==> src/rtl/fifo_wr_arbiter.sv <==
// fifo_wr_arbiter: round-robin bounded-burst arbiter sharing one FIFO write port among N_REQ requesters
module fifo_wr_arbiter #(
  parameter int N_REQ = 4,
  parameter int DATA_W = 32,
  parameter int MAX_BURST = 8,
  localparam int PW = $clog2(N_REQ),
  localparam int CW = $clog2(MAX_BURST + 1)
) (
  input  logic                      clk,
  input  logic                      rst,
  input  logic [N_REQ-1:0]          req,
  input  logic [N_REQ*DATA_W-1:0]   req_data,
  input  logic                      fifo_full,
  output logic                      fifo_w_en,
  output logic [DATA_W-1:0]         fifo_data,
  output logic [N_REQ-1:0]          ack,
  output logic [N_REQ-1:0]          grant,
  output logic                      busy,
  output logic [CW-1:0]             burst_cnt
);
  typedef enum logic {IDLE, BURST} state_t;
  state_t state;
  logic [PW-1:0] rr_ptr, own, sel, idx;
  logic owner_req, last;
  always_comb begin
    sel = rr_ptr;
    idx = '0;
    for (int j = N_REQ - 1; j >= 0; j--) begin
      idx = PW'((int'(rr_ptr) + j) % N_REQ);
      if (req[idx]) sel = idx;
    end
  end
  always_comb begin
    fifo_data = '0;
    for (int i = 0; i < N_REQ; i++) fifo_data = fifo_data | ({DATA_W{grant[i]}} & req_data[i*DATA_W +: DATA_W]);
  end
  assign owner_req = |(grant & req);
  assign fifo_w_en = owner_req & ~fifo_full;
  assign ack = grant & {N_REQ{fifo_w_en}};
  assign busy = state == BURST;
  assign last = fifo_w_en && burst_cnt == CW'(MAX_BURST - 1);
  // grant is cleared asynchronously so a reset mid-burst kills the write in the same cycle
  always_ff @(posedge clk or posedge rst) begin
    if (rst) begin
      state <= IDLE;
      grant <= '0;
      rr_ptr <= '0;
      own <= '0;
      burst_cnt <= '0;
    end else if (state == IDLE) begin
      if (|req) begin
        state <= BURST;
        grant <= {{(N_REQ-1){1'b0}}, 1'b1} << sel;
        own <= sel;
        burst_cnt <= '0;
      end
    end else if (!owner_req || last) begin
      state <= IDLE;
      grant <= '0;
      burst_cnt <= '0;
      rr_ptr <= own == PW'(N_REQ - 1) ? '0 : own + 1'b1;
    end else if (fifo_w_en) begin
      burst_cnt <= burst_cnt + 1'b1;
    end
  end
endmodule

==> config.mk <==
export PLATFORM = sky130hd
export DESIGN_NAME = fifo_wr_arbiter
export DESIGN_NICKNAME = d
export VERILOG_FILES = /design/src/rtl/fifo_wr_arbiter.sv
export SDC_FILE = /design/constraint.sdc
export NUM_CORES = 1
export LEC_CHECK = 0
export ABC_AREA = 1
export CAP_MARGIN = 40
export CORE_MARGIN = 1.5
export CORE_UTILIZATION = 29
export CTS_CLUSTER_SIZE = 10
export DETAILED_ROUTE_END_ITERATION = 10
export HOLD_SLACK_MARGIN = 0.03
export PLACE_DENSITY = 0.89
export SLEW_MARGIN = 20
export SYNTH_ARGS = -nofsm -noshare
export SYNTH_HDL_FRONTEND = slang
export SYNTH_SLANG_ARGS = --single-unit
==> constraint.sdc <==
create_clock -name clk -period 1.9 [get_ports clk]
set_clock_uncertainty 0.2 [all_clocks]
set_input_delay 0.38 -clock clk [delete_from_list [all_inputs] [get_ports clk]]
set_output_delay 0.38 -clock clk [all_outputs]
set_load 0.01 [all_outputs]
### After elaboration in Yosys (flattened, before gate mapping)

Index checks and enable logic that the tools add are counted.

* register bits after elaboration: 13
* input bits: 135
* output and inout bits: 46
* logic and storage cells: 64

* $add $sub $neg: 5
* magnitude comparators: 4
* equality and inequality tests: 4
* shift operators: 1
* muxes and demuxes: 23
* bitwise operators: 12
* reduce and logical (&&, ||, !) cells: 10

Operators with widths (number)
* $and A32 B32 Y32: 4
* $or A32 B32 Y32: 3
* $mux W4: 7
* $lt A2 B3 Y1 const B: 4
* $mux W2: 5
* $and A4 B4 Y4: 2
* $bmux W1 S2: 4
* $reduce_and A2 Y1: 4
* $reduce_or A4 Y1: 2
* $mux W1: 7
* $add A2 B1 Y2 const B: 2
* $add A2 B2 Y2 const B: 2
* $add A4 B1 Y4 const B: 1
* $eq A4 B3 Y1 const B: 1
* $shl A1 B2 Y4 const A: 1
* $ne A3 B2 Y1 const B: 1
* $eq A2 B2 Y1 const B: 1
* $ne A2 B1 Y1 const B: 1
* $not A1 Y1: 2
* $reduce_bool A2 Y1: 1
* $and A1 B1 Y1: 1
* $logic_and A1 B1 Y1: 1
* $logic_not A1 Y1: 1
* $logic_or A1 B1 Y1: 1

### Longest topological paths before layout

* depth after elaboration: 10
* depth in mapped cells: 13
* mapped depth without buffers: 12

### Least setup slack after synthesis

Ideal clock, no wire load.

* path kind: register to output
* start point: reg grant[3]
* end point: out ack[0]
* arrival: 1351 ps
* required time: 1320 ps
* path slack: -31 ps
* stages on the path, launching flop included: 8
* cell sequence: dfrtp_1 -> buf_4 -> inv_2 -> o22ai_2 -> nor2_1 -> nor2_1 -> inv_1 -> nor2_1

* word-level cells in the longest chain between the ends: 4

RTL lines
* start, declared: line 17 `output logic [N_REQ-1:0] grant,`
* start signal, assigned: line 53 `grant <= {{(N_REQ-1){1'b0}}, 1'b1} << sel;`
* $and A4 B4 Y4: line 37 `assign owner_req = |(grant & req);`
* $reduce_or A4 Y1: line 37
* $and A1 B1 Y1: line 38 `assign fifo_w_en = owner_req & ~fifo_full;`
* net fifo_w_en: line 14 `output logic fifo_w_en,`
* $and A4 B4 Y4: line 39 `assign ack = grant & {N_REQ{fifo_w_en}};`
* end, declared: line 16 `output logic [N_REQ-1:0] ack,`

The timed path passes the listed nets, and every way through them passes these cells.

### Worst setup path after layout

* start point: reg grant[2]
* end point: out ack[1]

* word-level cells in the longest chain between the ends: 4

RTL lines (line)
* $and A4 B4 Y4: 37
* $reduce_or A4 Y1: 37
* $and A1 B1 Y1: 38
* $and A4 B4 Y4: 39

No other way between the ends.

==> results <==
==> kinds of logic after synthesis <==
kind of cell / count (synthesis) / share of synthesized area
AND/OR/NAND/NOR: 238 / 0.6194
buffers and inverters: 39 / 0.1005
AO/OA/AOI/OAI: 14 / 0.06282
flip-flops: 13 / 0.1922
XOR/XNOR: 2 / 0.01035
adder cells (fa/ha/maj): 2 / 0.01478
==> cell usage in the layout, fill, tap and decap left out, types with 2 or more instances in the layout <==
cell | synthesis | final
nand2_1 | 165 | 152
clkdlybuf4s50_1 | 0 | 135
nand4_1 | 33 | 33
buf_4 | 2 | 30
nand2_2 | 13 | 24
buf_2 | 1 | 24
inv_1 | 16 | 12
clkbuf_2 | 0 | 12
buf_6 | 1 | 12
nand3_1 | 11 | 11
inv_2 | 5 | 8
dfrtp_1 | 13 | 8
dlygate4sd2_1 | 0 | 7
nor2_2 | 0 | 5
nor2_1 | 10 | 5
dfrtp_2 | 0 | 5
buf_12 | 0 | 5
o21ai_1 | 4 | 4
buf_8 | 0 | 4
nand3_2 | 3 | 3
clkbuf_8 | 0 | 3
o21ai_2 | 2 | 2
xor2_1 | 2 | 2
nand2_4 | 0 | 2
ha_1 | 2 | 2
==> power by group <==
| part | internal [mW] | leakage [nW] | total, mW | switching [mW] |
|---|---|---|---|---|
| combinational | 1.83 | 1.69 | 3.82 | 2.00 |
| clock | 0.147 | 0.0228 | 0.235 | 0.0878 |
| sequential | 0.389 | 0.160 | 0.538 | 0.148 |
| total | 2.37 | 1.87 | 4.60 | 2.23 |
==> critical path: cells and delay by family (launching register included) <==
| kind | cells | cell delay, ns |
|---|---|---|
| AO/OA/AOI/OAI | 1 | 0.10 |
| buffers and inverters | 4 | 0.39 |
| flip-flops | 1 | 0.42 |
| AND/OR/NAND/NOR | 3 | 0.32 |
==> worst min-delay path by stage <==
| stage | startpoint | depth (start not counted) | end | slack, ns |
|---|---|---|---|---|
| floorplan | rst | 1 | burst_cnt[0] | 0.06 |
| global placement | own[0] | 1 | rr_ptr[0] | 0.27 |
| detailed placement | own[0] | 1 | rr_ptr[0] | 0.29 |
| CTS | rst | 2 | busy | 0.28 |
| global route | own[0] | 1 | rr_ptr[0] | 0.32 |
| finish | rst | 2 | busy | 0.27 |
==> through the flow <==
| stage | power (mW) | worst slack, ns | instances | hold slack, ns | TNS (ns) |
|---|---|---|---|---|---|
| CTS | 4.437 | -0.1899 | 592 | 0.2789 | -1.055 |
| global route | 4.941 | -0.2111 | 598 | 0.3195 | -1.776 |
| finish | 4.598 | -0.1515 | 598 | 0.2670 | -0.7476 |
| global placement | 3.986 | -0.6302 | 573 | 0.2739 | -11.26 |
| detailed placement | 4.075 | -0.6883 | 573 | 0.2853 | -12.39 |
| floorplan | 2.229 | 0.03937 | 308 | 0.05696 | 0 |
==> cell type report <==
class | count | share of cell area
Clock buffer | 4 | 0.01129
Inverter | 22 | 0.02321
Multi-Input combinational cell | 256 | 0.3199
Sequential cell | 13 | 0.08312
Tap cell | 72 | 0.02258
Timing Repair Buffer | 231 | 0.5398
==> routing by layer <==
metal  wire, µm  vias to the layer above
met5          0                        -
met4        237                        0
met3        769                       22
met2       5118                      144
met1       3697                     1392
li1           -                     1427
==> repair_timing <==
item	4_1_cts	5_1_grt
buffers inserted	12	10
resized for setup	146	64
endpoints found under the hold margin	0	0
endpoints found under the setup margin	41	46
pin swaps	5	8
gates cloned	3	0
==> flip-flops by register name (all words and copies together), names as in the netlist <==
register / count
own: 2
grant: 4
rr_ptr: 2
burst_cnt: 4
busy: 1
==> impl_metrics.toml <==
[clocking]
cts_tree = "yes"
clockBufferDepth = 2
path_clk_slew_ns = 0.05
cts_buffers = 3
htreeDepth = 1
postCtsHoldBufs = 0
clk_latency_ns = 0.23
clock-sinks = 13
root_buffer = "clkbuf_8"

[yosys]
syn_area_um2 = 1693
synth_edf_count = 0
synthCells = 308
avgSynthCellArea_um2 = 5.496
synth_ff_type = "dfrtp_1"
ys_async_sr_fraction = 1.000
synth_nets = 445
ys_ff_latch = 13
synth_top_area_share = 0.3659
synth.most_common_cell = "nand2_1"
ys_warn_count = 0
ys_top_cells_by_area = "nand2_1 37%, dfrtp_1 19%, nand4_1 12%, nand2_2 4.8%, inv_1 3.5%"
ys_seq_area_frac = 0.1922
ys_top_cells_by_count = "165 x nand2_1, 33 x nand4_1, 16 x inv_1"
synth_cell_types = 28
synth_top_area_cell = "nand2_1"

[layout]
drive_gt1_frac = 0.2776
finalInstanceArea_um2 = 3989
diodes = 0
utilization = 0.7156
multiInputGateArea_um2 = 1276
area_growth_pct = 135.6
fillCellCount = 456
regArea_um2 = 331.6
nNetsFinal = 664

[grt]
grt_max_degree = 20
grtUsageMet1 = 0.3410
top_usage_layer = "met2"
grtUsageMet3 = 0.06629
grt_pass1_wl_um = 14510
overflow = 0
grt_antenna_before_repair = 0
grt_use_total = 0.2968
grt_pass1_vias = 2923
grt_util_met2 = 0.5530

[worst_setup_path]
startpoint_type = "register"
r2r_cells = 10
r2r_end = "grant[2]"
critical_path_arrival_ns = 1.47
critPathCaptureType = "output port"
endpoint = "ack[1]"
crit_top_cell = "nor2_2"
worst-r2r-setup-slack_ns = 0.07
crit_chain = "buf_6 -> inv_4 -> o22ai_4 -> nor2_2 -> nor2_2 -> inv_2 -> nor2_1 -> buf_2"
crit_fanout = 4
critPathSlowestCell = "dfrtp_2"
crit_type = "reg -> out"
critPathRequiredTime_ns = 1.32
critPathLaunch = "grant[2]"
r2r_start = "grant[2]"
critPathMaxStageDelay_ns = 0.42

[floorplanning]
initial_core_util = 0.3037
rows = 27
die_h_um = 79.41
die_area_um2 = 6305
pin_count = 181
die_x_um = 79.41
core-area_um2 = 5574

[timing]
fmax_mhz = 487.5
min_period_over_period = 1.080
setup_ws_ns = -0.1515
worst_slew_pin_slew_ns = 0.4913
hold_violations = 0
setup_violations = 15
slew_violations = 0
slew-limit-headroom = 0.6721
rsz0062_at_grt = "yes"
period_needed_ns = 2.051

[routing]
vias = 2985
drtIter0Drc = 155
wire_per_inst_um = 16.42
drc = 0
ant_nets = 0
drt-total-wl_um = 9822
drt_pre_antenna_iters = 4
via_per_inst = 4.992

[pwr]
leakage_nw = 1.868
powerDensity_nw_per_um2 = 1153
peakVddDrop_mv = 0.8351

[run]
maxCapViolations = 0

[placed_design]
dpl.hpwl_um = 7230
placed_area_um2 = 3745
portBuffers = 180
gp_congestion = 0.9004

[status]
outcome = "complete, but fails checks"
violations = "negative setup slack"

[min_path]
min_path_type = "in -> async"
No activity file was read; power rests on OpenSTA's default activity.
